===== config.mk =====
export PLATFORM = sky130hd
export DESIGN_NAME = mux_select_sequencer_flat
export DESIGN_NICKNAME = d
export VERILOG_FILES = /design/src/rtl/mux_select_sequencer_if.sv /design/src/rtl/mux_select_sequencer.sv /design/src/flat_wrapper.sv
export SDC_FILE = /design/constraint.sdc
export NUM_CORES = 1
export LEC_CHECK = 0
export CAP_MARGIN = 15
export CORE_MARGIN = 5
export CORE_UTILIZATION = 45
export DETAILED_ROUTE_END_ITERATION = 16
export HOLD_SLACK_MARGIN = 0.15
export PLACE_DENSITY = 0.79
export SETUP_SLACK_MARGIN = 0.05
export SYNTH_ARGS = -nofsm -noshare
export SYNTH_HDL_FRONTEND = slang
export SYNTH_SLANG_ARGS = --single-unit
export TNS_END_PERCENT = 30

===== constraint.sdc =====
create_clock -name clk -period 4.07 [get_ports clk]
set_input_delay 1.221 -clock clk [delete_from_list [all_inputs] [get_ports clk]]
set_output_delay 1.221 -clock clk [all_outputs]
set_load 0.005 [all_outputs]

===== src/rtl/mux_select_sequencer_if.sv =====
// mux_select_sequencer_if
// Bundles the handshake and mux-path signals of mux_select_sequencer.
//   in_valid/in_data/in_ready : upstream word handshake
//   mux_d/mux_s               : registered word and select driven to mux8x1
//   mux_y                     : mux8x1 output fed back for sampling
//   ser_valid/ser_bit/ser_last: LSB-first serial bit stream
//   busy                      : high while a word is being scanned
// slave is the sequencer's view, master is the view of its surroundings.
interface mux_select_sequencer_if;
  logic       in_valid;
  logic [7:0] in_data;
  logic       in_ready;
  logic [7:0] mux_d;
  logic [2:0] mux_s;
  logic       mux_y;
  logic       ser_valid;
  logic       ser_bit;
  logic       ser_last;
  logic       busy;

  modport slave (
    input  in_valid, in_data, mux_y,
    output in_ready, mux_d, mux_s, ser_valid, ser_bit, ser_last, busy
  );

  modport master (
    output in_valid, in_data, mux_y,
    input  in_ready, mux_d, mux_s, ser_valid, ser_bit, ser_last, busy
  );
endinterface


===== src/rtl/mux_select_sequencer.sv =====
// mux_select_sequencer
// Accepts an 8-bit word, drives it onto the mux8x1 data inputs and walks the
// select from 0 to 7, holding each select for DWELL cycles before sampling
// mux_y. The sampled bits leave as an LSB-first serial stream.
// Ports:
//   clk   : single clock, rising edge
//   rst_n : asynchronous active-low reset
//   bus   : mux_select_sequencer_if.slave (handshake, mux path, serial out)
// Parameter:
//   DWELL : cycles each select is held before sampling, legal 1..16
module mux_select_sequencer #(
  parameter int unsigned DWELL = 1
) (
  input  logic                   clk,
  input  logic                   rst_n,
  mux_select_sequencer_if.slave  bus
);

  typedef enum logic {
    IDLE = 1'b0,
    SCAN = 1'b1
  } state_e;

  // dcnt is 4 bits, so DWELL=16 makes the terminal count 15.
  localparam logic [3:0] DCNT_LAST = 4'(DWELL - 1);

  // An out-of-range dwell would make the counter terminal value wrap.
  if (DWELL == 0 || DWELL > 16) begin : g_dwell_check
    $error("mux_select_sequencer: DWELL=%0d outside legal range 1..16", DWELL);
  end

  state_e     state_q;
  logic [7:0] mux_d_q;
  logic [2:0] mux_s_q;
  logic [3:0] dcnt_q;
  logic       ser_valid_q;
  logic       ser_bit_q;
  logic       ser_last_q;

  // Single FSM block. ser_valid/ser_last default low so they only pulse on
  // the cycle following a sample edge. On the final select the state drops
  // back to IDLE in the same edge that raises ser_last, which lets the next
  // word be accepted at the end of the ser_last cycle.
  always_ff @(posedge clk or negedge rst_n) begin
    if (!rst_n) begin
      state_q     <= IDLE;
      mux_d_q     <= 8'h00;
      mux_s_q     <= 3'b000;
      dcnt_q      <= 4'd0;
      ser_valid_q <= 1'b0;
      ser_bit_q   <= 1'b0;
      ser_last_q  <= 1'b0;
    end else begin
      ser_valid_q <= 1'b0;
      ser_last_q  <= 1'b0;
      case (state_q)
        IDLE: begin
          // in_ready is high whenever IDLE and out of reset.
          if (bus.in_valid) begin
            mux_d_q <= bus.in_data;
            mux_s_q <= 3'b000;
            dcnt_q  <= 4'd0;
            state_q <= SCAN;
          end
        end
        SCAN: begin
          if (dcnt_q != DCNT_LAST) begin
            dcnt_q <= dcnt_q + 4'd1;
          end else begin
            dcnt_q      <= 4'd0;
            ser_bit_q   <= bus.mux_y;
            ser_valid_q <= 1'b1;
            if (mux_s_q != 3'd7) begin
              mux_s_q <= mux_s_q + 3'd1;
            end else begin
              // Select stays parked at 7 until the next accept.
              ser_last_q <= 1'b1;
              state_q    <= IDLE;
            end
          end
        end
        default: state_q <= IDLE;
      endcase
    end
  end

  // in_ready looks at rst_n directly so it is low throughout reset and high
  // immediately after release, before any clock edge.
  assign bus.in_ready  = rst_n && (state_q == IDLE);
  assign bus.busy      = (state_q == SCAN);
  assign bus.mux_d     = mux_d_q;
  assign bus.mux_s     = mux_s_q;
  assign bus.ser_valid = ser_valid_q;
  assign bus.ser_bit   = ser_bit_q;
  assign bus.ser_last  = ser_last_q;

endmodule


===== src/flat_wrapper.sv =====
// flat-port wrapper written by rule: the top's interface ports become plain ports
module mux_select_sequencer_flat 
#(
  parameter int unsigned DWELL = 1
)
  (clk, rst_n, bus_in_valid, bus_in_data, bus_mux_y, bus_in_ready, bus_mux_d, bus_mux_s, bus_ser_valid, bus_ser_bit, bus_ser_last, bus_busy);
  mux_select_sequencer_if bus_i ();
  input  logic clk;
  input  logic rst_n;
  input wire logic [$bits(bus_i.in_valid)-1:0] bus_in_valid;
  input wire logic [$bits(bus_i.in_data)-1:0] bus_in_data;
  input wire logic [$bits(bus_i.mux_y)-1:0] bus_mux_y;
  output wire logic [$bits(bus_i.in_ready)-1:0] bus_in_ready;
  output wire logic [$bits(bus_i.mux_d)-1:0] bus_mux_d;
  output wire logic [$bits(bus_i.mux_s)-1:0] bus_mux_s;
  output wire logic [$bits(bus_i.ser_valid)-1:0] bus_ser_valid;
  output wire logic [$bits(bus_i.ser_bit)-1:0] bus_ser_bit;
  output wire logic [$bits(bus_i.ser_last)-1:0] bus_ser_last;
  output wire logic [$bits(bus_i.busy)-1:0] bus_busy;
  assign bus_i.in_valid = bus_in_valid;
  assign bus_i.in_data = bus_in_data;
  assign bus_i.mux_y = bus_mux_y;
  assign bus_in_ready = bus_i.in_ready;
  assign bus_mux_d = bus_i.mux_d;
  assign bus_mux_s = bus_i.mux_s;
  assign bus_ser_valid = bus_i.ser_valid;
  assign bus_ser_bit = bus_i.ser_bit;
  assign bus_ser_last = bus_i.ser_last;
  assign bus_busy = bus_i.busy;
  mux_select_sequencer #(.DWELL(DWELL)) u_core (.clk(clk), .rst_n(rst_n), .bus(bus_i));
endmodule

==> flow_results.xml <==
<?xml version="1.0" encoding="UTF-8"?>
<metrics>
  <group name="finish">
    <metric name="postLayoutCoreUtil" unit="%">66.1</metric>
    <metric name="fillers" unit="">161</metric>
    <metric name="areaGrowthSynthToFinish" unit="%">37.7</metric>
    <metric name="seqCellArea" unit="µm²">475</metric>
    <metric name="num_antenna_cells" unit="">0</metric>
    <metric name="finish.net_count" unit="">109</metric>
    <metric name="final_cell_mix" unit="">27 x sky130_fd_sc_hd__clkdlybuf4s50_1, 19 x sky130_fd_sc_hd__dfrtp_1, 9 x sky130_fd_sc_hd__mux2_2, 6 x sky130_fd_sc_hd__nor2b_1, 4 x sky130_fd_sc_hd__ha_1</metric>
    <metric name="layout.cells.most_common" unit="">sky130_fd_sc_hd__clkdlybuf4s50_1</metric>
    <metric name="multi_input_gate_area" unit="µm²">348</metric>
    <metric name="drive_gt1_share" unit="%">18.5</metric>
  </group>
  <group name="worst_hold_path">
    <metric name="hold_class" unit="">register to register</metric>
  </group>
  <group name="synth">
    <metric name="netlist.area_leader.share" unit="%">56.1</metric>
    <metric name="yosys_warnings" unit="">0</metric>
    <metric name="post_synth_inst_count" unit="">62</metric>
    <metric name="post-synth-top-area-cell" unit="">sky130_fd_sc_hd__dfrtp_1</metric>
    <metric name="synth.distinct_cells" unit="">20</metric>
    <metric name="synth.net_count" unit="">78</metric>
    <metric name="sequential_element_share_of_the_synthesized_area" unit="%">56.1</metric>
    <metric name="synthTopCellsByArea" unit="">sky130_fd_sc_hd__dfrtp_1 56%, sky130_fd_sc_hd__mux2_2 12%, sky130_fd_sc_hd__ha_1 5.9%</metric>
    <metric name="cell_area_after_technology_mapping" unit="µm²">847</metric>
    <metric name="avgSynthCellArea" unit="µm²">13.7</metric>
    <metric name="ys_ff_latch" unit="">19</metric>
  </group>
  <group name="timing">
    <metric name="setup_viol" unit="">0</metric>
    <metric name="finalCriticalPeriod" unit="ns">3.54</metric>
    <metric name="max_slew.worst_pin.slew" unit="ns">0.879</metric>
    <metric name="timing.clock.skew" unit="ns">0.00225</metric>
    <metric name="grt_setup_unrepaired" unit="">false</metric>
    <metric name="drv_slew" unit="">0</metric>
    <metric name="finalSetupTns" unit="ns">0</metric>
    <metric name="maxClockFrequency" unit="MHz">282</metric>
    <metric name="hold_viol" unit="">0</metric>
    <metric name="final_min_period_over_clock_period" unit="%">87.0</metric>
    <metric name="worst_slew_margin_rel" unit="%">41.3</metric>
    <metric name="whs" unit="ns">0.519</metric>
  </group>
  <group name="global_route">
    <metric name="via_count_of_the_first_global_routing_pass" unit="">610</metric>
    <metric name="grt_pass1_wl" unit="mm">2.67</metric>
    <metric name="initial_antenna_violation_count" unit="">0</metric>
    <metric name="grt_start_max_net_pins" unit="">20</metric>
    <metric name="global_route.overflow_total" unit="">0</metric>
    <metric name="gr-usage-all-layers" unit="%">13.1</metric>
  </group>
  <group name="cts">
    <metric name="ctsResizeCount" unit="">0</metric>
    <metric name="htreeDepth" unit="">1</metric>
    <metric name="post_cts.repair.setup_buffers" unit="">0</metric>
    <metric name="tritoncts" unit="">yes</metric>
    <metric name="clock_root_buffer" unit="">sky130_fd_sc_hd__clkbuf_4</metric>
    <metric name="cts_hold_buf" unit="">0</metric>
    <metric name="ctsLongestPathBuffers" unit="">2</metric>
    <metric name="tritoncts_num_sinks" unit="">19</metric>
    <metric name="numCtsBuffers" unit="">3</metric>
    <metric name="clk-insertion-delay-late" unit="ns">0.29</metric>
    <metric name="path_clk_slew" unit="ns">0.10</metric>
  </group>
  <group name="setup_path">
    <metric name="worstSetupStartpointType" unit="">primary input</metric>
    <metric name="worst_path_max_delay_cell" unit="">sky130_fd_sc_hd__clkdlybuf4s50_1</metric>
    <metric name="timing.setup.critical_path_class" unit="">primary input to output port</metric>
    <metric name="cpMostUsedCell" unit="">sky130_fd_sc_hd__clkdlybuf4s50_1</metric>
    <metric name="worst-endpoint-required" unit="ns">2.85</metric>
    <metric name="cp_top_family" unit="">buffers and inverters</metric>
    <metric name="crit_chain" unit="">clkdlybuf4s50_1 -&gt; nor2b_1 -&gt; clkdlybuf4s50_1</metric>
    <metric name="worst_path_largest_cell_delay" unit="ns">0.51</metric>
    <metric name="crit_path_end_kind" unit="">output port</metric>
    <metric name="timing.critical_path.buf_inv" unit="">2</metric>
    <metric name="critPathMaxFanout" unit="">2</metric>
    <metric name="cp.arrival" unit="ns">2.32</metric>
  </group>
  <group name="floorplan">
    <metric name="die_y" unit="µm">53.4</metric>
    <metric name="boundaryPins" unit="">28</metric>
    <metric name="die_area" unit="µm²">2850</metric>
    <metric name="design.core.area" unit="µm²">1760</metric>
    <metric name="die_x" unit="µm">53.4</metric>
    <metric name="start_util" unit="%">48.0</metric>
    <metric name="placementRows" unit="">15</metric>
  </group>
  <group name="flow_run">
    <metric name="max_cap_viol_count" unit="">0</metric>
  </group>
  <group name="routing">
    <metric name="ant_nets" unit="">0</metric>
    <metric name="drc_errors" unit="">0</metric>
    <metric name="first_iter_violations" unit="">4</metric>
    <metric name="detail_route.wl_per_cell" unit="µm">13.5</metric>
    <metric name="route.detailed.vias_per_inst" unit="">4.93</metric>
    <metric name="wirelength" unit="mm">1.58</metric>
    <metric name="drt_pre_antenna_iters" unit="">2</metric>
    <metric name="vias" unit="">577</metric>
  </group>
  <group name="power_and_ir_drop">
    <metric name="ir_worst_vdd" unit="µV">424</metric>
    <metric name="power_density" unit="nW/µm²">679</metric>
    <metric name="cellLeakagePower" unit="nW">0.510</metric>
    <metric name="power.total" unit="mW">0.792</metric>
  </group>
  <group name="run_status">
    <metric name="status" unit="">finished clean</metric>
  </group>
  <group name="place">
    <metric name="post-dp-hpwl" unit="mm">1.21</metric>
    <metric name="place.gp.congestion" unit="">0.802</metric>
    <metric name="port_buffers" unit="">27</metric>
  </group>
</metrics>
## worst reg2reg max path: stages (launching register included)
cell	delay, ns
sky130_fd_sc_hd__dfrtp_1	0.49
sky130_fd_sc_hd__nor2b_1	0.73
sky130_fd_sc_hd__nor2b_1	0.12
sky130_fd_sc_hd__mux2_4	0.31
## per-layer routing
layer  routed length (µm)  share of wire [%]  track usage [%]  up-vias
met3                  130                8.2             5.63        2
met2                  738                 47             21.8       21
met5                    0                  0                0        -
met4                   19                1.2             4.68        0
li1                     -                  -                -      270
met1                  690                 44             14.8      284
## power breakdown
group          switching [mW]  internal [mW]  total (mW)
Combinational           0.114          0.248       0.362
Sequential             0.0614          0.275       0.337
Clock                  0.0552         0.0381      0.0933
Total                   0.231          0.561       0.792
## kinds of logic after synthesis
logic type,share of synthesized area [%]
compound gates,3.84
xor+xnor,1.03
fa+ha+maj,5.91
buf+inv,2.81
flops,56.1
mux,17.9
simple gates,12.4
## final cells by class
class | count | area share [%]
Clock buffer | 4 | 2.25
Inverter | 2 | 0.644
Multi-Input combinational cell | 39 | 29.8
Sequential cell | 19 | 40.8
Tap cell | 25 | 2.68
Timing Repair Buffer | 28 | 23.8
## synthesized netlist by cell type
cell,instances
sky130_fd_sc_hd__mux2_4,2
sky130_fd_sc_hd__nand2_1,1
sky130_fd_sc_hd__ha_1,4
sky130_fd_sc_hd__dfrtp_1,19
sky130_fd_sc_hd__o21ai_0,2
sky130_fd_sc_hd__a22o_1,2
sky130_fd_sc_hd__nor2_1,2
sky130_fd_sc_hd__nor2b_1,6
sky130_fd_sc_hd__xnor2_1,1
sky130_fd_sc_hd__a21oi_1,1
sky130_fd_sc_hd__buf_6,1
sky130_fd_sc_hd__and2b_4,1
sky130_fd_sc_hd__buf_2,1
sky130_fd_sc_hd__and4bb_4,1
sky130_fd_sc_hd__mux2_2,9
sky130_fd_sc_hd__nand3_1,1
sky130_fd_sc_hd__nand2b_1,3
sky130_fd_sc_hd__mux2i_1,2
sky130_fd_sc_hd__and2_1,1
sky130_fd_sc_hd__inv_1,2
## registers in the layout, summed over array words and instances, names as in the netlist
name	count
u_core.bus.mux_d	8
u_core.bus.mux_s	3
u_core.dcnt_q	4
u_core.bus.ser_last	1
u_core.bus.ser_bit	1
u_core.bus.ser_valid	1
u_core.bus.busy	1
## final timing paths
check	startpoint	end	slack, ns	depth (start not counted)
max reg2reg	u_core.bus.busy	u_core.bus.mux_s[1]	2.32	3
max	rst_n	bus_in_ready	0.53	3
max in group asynchronous	rst_n	u_core.bus.mux_d[7]	2.60	2
min reg2reg	u_core.bus.mux_d[4]	u_core.bus.mux_d[4]	0.52	1
min	u_core.bus.mux_d[4]	u_core.bus.mux_d[4]	0.52	1
min in group asynchronous	rst_n	u_core.bus.busy	1.27	2
## per-stage QoR
stage,worst slack (ns),cell area [µm²],cells
6_report,0.528,1170,117
5_1_grt,0.493,1170,117
4_1_cts,0.515,1170,117
3_5_place_dp,0.520,1140,113
3_3_place_gp,0.518,1140,113
2_1_floorplan,1.50,847,62
Note: power is estimated with default switching activity, not from simulation.
